**config.mk**
```make
export PLATFORM = sky130hd
export DESIGN_NAME = blood_display_ctrl
export DESIGN_NICKNAME = d
export VERILOG_FILES = /design/src/rtl/blood_display_ctrl.sv
export SDC_FILE = /design/constraint.sdc
export NUM_CORES = 1
export LEC_CHECK = 0
export CAP_MARGIN = 20
export CORE_MARGIN = 2
export CORE_UTILIZATION = 45
export DETAILED_ROUTE_END_ITERATION = 6
export GPL_ROUTABILITY_DRIVEN = 0
export PLACE_DENSITY = 0.75
export SLEW_MARGIN = 20
export SYNTH_ARGS = -nofsm -noshare
export SYNTH_HDL_FRONTEND = slang
export SYNTH_SLANG_ARGS = --single-unit
```
**constraint.sdc**
```tcl
create_clock -name clk -period 5 [get_ports clk]
set_input_delay 1.25 -clock clk [delete_from_list [all_inputs] [get_ports clk]]
set_output_delay 1.25 -clock clk [all_outputs]
set_load 0.02 [all_outputs]
```
**src/rtl/blood_display_ctrl.sv**
```systemverilog
// Health registers, per-frame BCD conversion and pixel overlay for the two fighters' health readouts.
// Digit sprites come from an external 64x64 ROM bank with one cycle of read latency.
module blood_display_ctrl #(
   parameter int MAX_HP = 99,
   parameter int P1_X0  = 32,
   parameter int P2_X0  = 480,
   parameter int BAR_Y0 = 16
) (
   input  logic        clk,
   input  logic        reset_n,
   input  logic        frame_start,
   input  logic        video_on,
   input  logic [9:0]  x,
   input  logic [9:0]  y,
   input  logic        game_restart,
   input  logic        dmg_valid_p1,
   input  logic [6:0]  dmg_amt_p1,
   input  logic        dmg_valid_p2,
   input  logic [6:0]  dmg_amt_p2,
   output logic [3:0]  rom_digit,
   output logic [5:0]  rom_row,
   output logic [5:0]  rom_col,
   input  logic [11:0] rom_data,
   output logic [11:0] pix_rgb,
   output logic        pix_hit,
   output logic        ko_p1,
   output logic        ko_p2,
   output logic        conv_busy
);

   localparam logic [6:0] HP_INIT = 7'(MAX_HP);
   localparam logic [3:0] INIT_T  = 4'(MAX_HP / 10);
   localparam logic [3:0] INIT_O  = 4'(MAX_HP % 10);
   localparam logic [9:0] P1T_L   = 10'(P1_X0);
   localparam logic [9:0] P1O_L   = 10'(P1_X0 + 64);
   localparam logic [9:0] P1_END  = 10'(P1_X0 + 128);
   localparam logic [9:0] P2T_L   = 10'(P2_X0);
   localparam logic [9:0] P2O_L   = 10'(P2_X0 + 64);
   localparam logic [9:0] P2_END  = 10'(P2_X0 + 128);
   localparam logic [9:0] Y_TOP   = 10'(BAR_Y0);
   localparam logic [9:0] Y_END   = 10'(BAR_Y0 + 64);

   logic       dmg_valid [2];
   logic [6:0] dmg_amt   [2];

   assign dmg_valid[0] = dmg_valid_p1;
   assign dmg_valid[1] = dmg_valid_p2;
   assign dmg_amt[0]   = dmg_amt_p1;
   assign dmg_amt[1]   = dmg_amt_p2;

   genvar gi;
   generate
      for (gi = 0; gi < 2; gi++) begin : g_hp
         logic [6:0] hp_reg;
         logic       ko_reg;
         // Restart wins over a same-cycle hit; damage saturates at zero.
         always_ff @(posedge clk or negedge reset_n) begin
            if (!reset_n) begin
               hp_reg <= HP_INIT;
               ko_reg <= 1'b0;
            end else begin
               if (game_restart)
                  hp_reg <= HP_INIT;
               else if (dmg_valid[gi])
                  hp_reg <= (dmg_amt[gi] >= hp_reg) ? 7'd0 : hp_reg - dmg_amt[gi];
               ko_reg <= (hp_reg == 7'd0);
            end
         end
      end
   endgenerate

   assign ko_p1 = g_hp[0].ko_reg;
   assign ko_p2 = g_hp[1].ko_reg;

   typedef enum logic [1:0] {IDLE, DIV1, DIV2, COMMIT} state_t;
   state_t     state;
   logic [6:0] w1, w2;
   logic [3:0] t1, t2, ones1, ones2;
   logic [3:0] disp_t1, disp_o1, disp_t2, disp_o2;

   // Displayed digits only move in COMMIT so a frame never shows a half-updated readout.
   always_ff @(posedge clk or negedge reset_n) begin
      if (!reset_n) begin
         state     <= IDLE;
         w1        <= '0;
         w2        <= '0;
         t1        <= '0;
         t2        <= '0;
         ones1     <= '0;
         ones2     <= '0;
         disp_t1   <= INIT_T;
         disp_o1   <= INIT_O;
         disp_t2   <= INIT_T;
         disp_o2   <= INIT_O;
         conv_busy <= 1'b0;
      end else begin
         case (state)
            IDLE: if (frame_start) begin
               w1        <= g_hp[0].hp_reg;
               w2        <= g_hp[1].hp_reg;
               t1        <= '0;
               t2        <= '0;
               conv_busy <= 1'b1;
               state     <= DIV1;
            end
            DIV1: if (w1 >= 7'd10) begin
               w1 <= w1 - 7'd10;
               t1 <= t1 + 4'd1;
            end else begin
               ones1 <= w1[3:0];
               state <= DIV2;
            end
            DIV2: if (w2 >= 7'd10) begin
               w2 <= w2 - 7'd10;
               t2 <= t2 + 4'd1;
            end else begin
               ones2 <= w2[3:0];
               state <= COMMIT;
            end
            COMMIT: begin
               disp_t1   <= t1;
               disp_o1   <= ones1;
               disp_t2   <= t2;
               disp_o2   <= ones2;
               conv_busy <= 1'b0;
               state     <= IDLE;
            end
            default: state <= IDLE;
         endcase
      end
   end

   logic in_y, hit, hit_d;

   assign in_y = (y >= Y_TOP) && (y < Y_END);

   always_comb begin
      rom_digit = 4'd0;
      rom_row   = 6'd0;
      rom_col   = 6'd0;
      hit       = 1'b0;
      if (video_on && in_y) begin
         if (x >= P1T_L && x < P1O_L) begin
            hit = 1'b1; rom_digit = disp_t1; rom_col = x[5:0] - P1T_L[5:0];
         end else if (x >= P1O_L && x < P1_END) begin
            hit = 1'b1; rom_digit = disp_o1; rom_col = x[5:0] - P1O_L[5:0];
         end else if (x >= P2T_L && x < P2O_L) begin
            hit = 1'b1; rom_digit = disp_t2; rom_col = x[5:0] - P2T_L[5:0];
         end else if (x >= P2O_L && x < P2_END) begin
            hit = 1'b1; rom_digit = disp_o2; rom_col = x[5:0] - P2O_L[5:0];
         end
         if (hit)
            rom_row = y[5:0] - Y_TOP[5:0];
      end
   end

   // hit_d lines up with rom_data; black ROM texels are treated as transparent.
   always_ff @(posedge clk or negedge reset_n) begin
      if (!reset_n) begin
         hit_d   <= 1'b0;
         pix_hit <= 1'b0;
         pix_rgb <= 12'h000;
      end else begin
         hit_d   <= hit;
         pix_hit <= hit_d && (rom_data != 12'h000);
         pix_rgb <= (hit_d && (rom_data != 12'h000)) ? rom_data : 12'h000;
      end
   end

endmodule

```
# Yosys cells after proc, flatten, opt, wreduce, memory -nomap -nowiden
# Index checks and enable logic that the tools add are counted.
[word_totals] wordCells=115 in_bits=53 out_inout_bits=32 register_bits=79
[op_classes] muxes=42 eq_ne=8 magnitude_cmp=14 bitwise_logic=2 n_reduce_logical=22 n_addsub=8
[op_table] operator="2-to-1 mux 7 bit" n=10
[op_table] operator="2-to-1 mux 6 bit" n=7
[op_table] operator="2-to-1 mux 4 bit" n=8
[op_table] operator="case mux 7 bit (2 select lines)" n=2
[op_table] operator="less-than comparator 10 bit (second input constant)" n=2
[op_table] operator="less-than comparator 10 x 7 -> 1 bit (second input constant)" n=2
[op_table] operator="case mux 4 bit (2 select lines)" n=2
[op_table] operator=">= comparator 7 x 4 -> 1 bit (second input constant)" n=2
[op_table] operator=">= comparator 7 bit" n=2
[op_table] operator="logical NOT 7 bit" n=2
[op_table] operator="subtractor 7 x 4 -> 7 bit (second input constant)" n=2
[op_table] operator="subtractor 7 bit" n=2
[op_table] operator="2-to-1 mux 12 bit" n=1
[op_table] operator="nonzero test 12 bit" n=1
[op_table] operator=">= comparator 10 bit (second input constant)" n=1
[op_table] operator=">= comparator 10 x 5 -> 1 bit (second input constant)" n=1
[op_table] operator=">= comparator 10 x 6 -> 1 bit (second input constant)" n=1
[op_table] operator=">= comparator 10 x 7 -> 1 bit (second input constant)" n=1
[op_table] operator=">= comparator 10 x 9 -> 1 bit (second input constant)" n=1
[op_table] operator="less-than comparator 10 x 8 -> 1 bit (second input constant)" n=1
[op_table] operator="inequality test 2 bit (second input constant)" n=5
[op_table] operator="nonzero test 2 bit" n=5
[op_table] operator="AND reduction 3 bit" n=3
[op_table] operator="adder 4 x 1 -> 4 bit (second input constant)" n=2
[op_table] operator="other kinds (12)" n=30

# Logic depth before layout (Yosys ltp)
[logic_depth] ltp_word=9 depth_mapped=8 depth_no_buf=8

# Worst setup path before layout
# OpenSTA, ideal clock, no wires.
[synth_timing] path_type="input port to output port" startpoint="in y[8]" endpoint="out rom_col[1]" stages=6 slack_ns=1.260 n_path_buf=1 arrival_time_ns=2.490 required_ns=3.750 cell_sequence="nor4b_1 > o21ai_0 > a31o_1 > a21oi_1 > clkbuf_1 > and2_1"
[synth_between] elab_chain_len=4 elab_cells_between_ends=5 classes_between="2 x order compare; 1 x mux; 2 x reduce/logical"
[synth_rtl] item="start: declaration" line_no="14" rtl="input logic [9:0] y,"
[synth_rtl] item=">= comparator 10 x 5 -> 1 bit / less-than comparator 10 x 7 -> 1 bit (equally long branches)" line_no="135" rtl="assign in_y = (y >= Y_TOP) && (y < Y_END);"
[synth_rtl] item="logical AND 1 bit (*)" line_no="135"
[synth_rtl] item="logical AND 1 bit (*)" line_no="142" rtl="if (video_on && in_y) begin"
[synth_rtl] item="2-to-1 mux 6 bit (*)" line_no="142"
[synth_rtl] item="end: declaration" line_no="22" rtl="output logic [5:0] rom_col,"
# Every way passes the cells marked *; elsewhere a longest branch is shown, timed or not.

# Worst setup path after layout
[layout_timing] startpoint="in y[0]" endpoint="out rom_row[5]"
[layout_between] elab_chain_len=4 elab_cells_between_ends=7 classes_between="1 x add/sub; 2 x order compare; 2 x mux; 2 x reduce/logical"
[layout_rtl] item=">= comparator 10 x 5 -> 1 bit / less-than comparator 10 x 7 -> 1 bit (equally long branches)" line_no="135"
[layout_rtl] item="logical AND 1 bit" line_no="135"
[layout_rtl] item="logical AND 1 bit" line_no="142"
[layout_rtl] item="2-to-1 mux 6 bit (*)" line_no="142"
[layout_rtl] item="end: declaration" line_no="21" rtl="output logic [5:0] rom_row,"
# Marks and branches as above.

==> impl_metrics.json <==
{
  "wl_um": 9880,
  "insertedDiodeCount": 0,
  "worst_pin_slew_ns": 0.963,
  "critPathMostFrequentCell": "clkdlybuf4s50_1",
  "dpl.hpwl_um": 7380,
  "maxSlewHeadroom": 0.358,
  "cp.buffers_inverters": 3,
  "antenna_found_initial": 0,
  "max_stage_delay_ns": 0.62,
  "seqPwrFrac": 0.426,
  "rsz0062_at_grt": "false",
  "drv_slew": 0,
  "period_share": 0.960,
  "worst_hold_slack_ns": 0.497,
  "power.total_mw": 2.36,
  "cts-root-buf": "clkbuf_8",
  "synth_mux_area_frac": 0.0625,
  "hold_start": "ones2[0]$_DFFE_PN0P_",
  "grt_max_degree": 80,
  "synth_area_mm2": 0.00461,
  "ioPinCount": 85,
  "max_freq_ghz": 0.208,
  "dp_cells": 665,
  "rows": 36,
  "drive_gt1_frac": 0.124,
  "syn_inst": 465,
  "io_buffers": 84,
  "synth_top_family_by_area": "compound AO/OA/AOI/OAI gates",
  "synth_most_common_cell": "dfrtp_1",
  "timing.critical_path.max_delay_family": "buffers and inverters",
  "cp.arrival_ns": 3.55,
  "cts_setup_buffers": 0,
  "yosysTopAreaCell": "dfrtp_1",
  "p_int_mw": 1.45,
  "power_density_mw_per_mm2": 414,
  "power_frac_clock": 0.184,
  "worst_ir_drop_vdd_v": 0.000163,
  "synth_area_leaders": "dfrtp_1, dfstp_2, ha_1",
  "vias_per_cell": 5.49,
  "syn_to_final_growth_pct": 23.8,
  "setup_viol": 0,
  "cts.htree.levels": 3,
  "wl_per_cell_um": 14.5,
  "die_area_mm2": 0.0111,
  "pwr-share-comb": 0.390,
  "synth_edf_count": 0,
  "cts_buffers": 9,
  "hold_end": "ones2[0]$_DFFE_PN0P_",
  "ys_top_cells_by_count": "dfrtp_1, inv_1, nand2_1",
  "firstDrtPassIters": 4,
  "crit_path_cell_trace": "clkdlybuf4s50_1 -> nor4_1 -> nand2_1 -> a31o_1 -> a21oi_1 -> buf_4 -> nor2b_1 -> clkdlybuf4s50_1",
  "ctsHoldBuffers": 0,
  "cp_slowest_cell": "clkdlybuf4s50_1",
  "switching_share": 0.386,
  "yosysUniqueCellTypes": 65,
  "ys_seq_area_frac": 0.433,
  "fin_skew_ns": 0.00997,
  "yosysWarnings": 0,
  "hold_viol": 0,
  "r2r_setup_slack_ns": 2.29,
  "postSynthAreaPerCell_um2": 9.91,
  "cts_buffer_depth": 2,
  "holdPathStages": 1,
  "maxCapViolCount": 0,
  "gr-usage-all-layers": 0.190,
  "yosys_most_used_dff": "dfrtp_1",
  "critPathMaxFanout": 5,
  "core_area_mm2": 0.00986,
  "outcome": "finished, final reports clean",
  "clock_latency_ns": 0.36,
  "crit_type": "in -> out",
  "instances_no_fill": 681,
  "ys_seq_elements": 79,
  "die_w_um": 105,
  "crit_required_ns": 3.75,
  "hp-class": "reg -> reg",
  "post-route-drc-count": 0,
  "rr_endpoint": "w2[1]$_DFFE_PN0P_",
  "grt_pass1_wl_um": 17300,
  "cp-start-kind": "primary input",
  "p_leak_nw": 2.46,
  "num_vias": 3742,
  "cp.depth": 8,
  "cp-end-kind": "primary output",
  "synthArstFlopShare": 1.00,
  "clock-sinks": 79,
  "path_clk_slew_ns": 0.08,
  "drtAntennaViolNets": 0,
  "dieHeight_um": 105,
  "ctsResizeCount": 0,
  "syn-num-nets": 544,
  "worstReg2RegStart": "state[0]$_DFFE_PN0P_",
  "synthXorXnorAreaFrac": 0.00951,
  "fin_crit_ns": 4.80,
  "grt_pass1_vias": 3699,
  "synthSimpleGateAreaFrac": 0.184,
  "p_sw_mw": 0.911,
  "synth_fa_ha_area_frac": 0.0739,
  "largest_reg_flops": 14,
  "gr-total-overflow": 0,
  "synth_compound_area_frac": 0.187,
  "tns_ns": 0,
  "fin_nets": 622,
  "initial_utilization": 0.467,
  "post-route-util": 0.578,
  "drtIter0Drc": 192,
  "synth_top_area_share": 0.342,
  "cts_tree": "yes",
  "ff2ff_path_depth": 6
}
## final cells by class
class | count | area (um2)
fillers | 838 | 4160
multi-input cells | 332 | 2380
flip-flops and latches | 79 | 2000
repair buffers | 86 | 853
well taps | 133 | 166
inverters | 35 | 131
clock buffers | 9 | 124
clock inverters | 7 | 55.1
## worst register-to-register path: cells and delay by family (launching register included)
kind / cells / cell delay [ns]
flops: 1 / 0.43
buf+inv: 1 / 0.11
mux: 1 / 0.26
fa+ha+maj: 1 / 0.74
compound gates: 3 / 1.02
## cell usage in the layout (no fill, tap or decap), types with 5 or more instances in the layout
| master | n |
|---|---|
| o21ai_1 | 17 |
| nand3_1 | 8 |
| a22o_1 | 8 |
| nor3_1 | 6 |
| mux2_2 | 18 |
| o31ai_1 | 5 |
| nor2_1 | 25 |
| nor4_1 | 7 |
| clkbuf_8 | 9 |
| a31oi_1 | 5 |
| inv_1 | 35 |
| o32ai_1 | 8 |
| nor2b_1 | 11 |
| o21ai_0 | 21 |
| ha_1 | 24 |
| clkdlybuf4s50_1 | 83 |
| and2_1 | 22 |
| dfrtp_1 | 63 |
| dfstp_2 | 16 |
| or3_1 | 6 |
| nand2_1 | 33 |
| a21oi_1 | 27 |
| o21a_1 | 8 |
## through the flow
stage / setup slack, ns / cell area (um2)
after global routing: 0.0510 / 5700
after floorplan: 1.26 / 4610
after detailed placement: 0.181 / 5530
after CTS: 0.172 / 5700
final: 0.202 / 5700
after global placement: 0.300 / 5530
## routing by layer
metal,GRT usage,part of all wire
met1,0.251,0.47
met2,0.298,0.45
met3,0.0424,0.057
met4,0.0819,0.025
met5,0,0
## how the worst max path moves through the flow
stage / slack [ns] / endpoint / startpoint
finish: 0.20 / rom_row[5] / y[0]
global route: 0.05 / rom_digit[0] / x[9]
CTS: 0.17 / rom_row[5] / y[0]
detailed placement: 0.18 / rom_row[5] / y[0]
global placement: 0.30 / rom_col[2] / y[0]
floorplan: 1.26 / rom_col[1] / y[8]
## power groups by stage
stage / Combinational (mW) / Sequential (mW) / Clock (mW)
floorplan: 0.743 / 0.961 / 0
global placement: 0.886 / 1.01 / 0
detailed placement: 0.918 / 1.02 / 0
CTS: 0.924 / 1.00 / 0.453
global route: 1.04 / 1.03 / 0.481
finish: 0.921 / 1.01 / 0.436
## cell families after synthesis
logic type | Yosys count
AND/OR/NAND/NOR | 146
AO/OA/AOI/OAI | 129
flip-flops | 79
buffers and inverters | 54
multiplexers | 26
adder cells (fa/ha/maj) | 26
XOR/XNOR | 5
(Power assumes the default switching activity.)
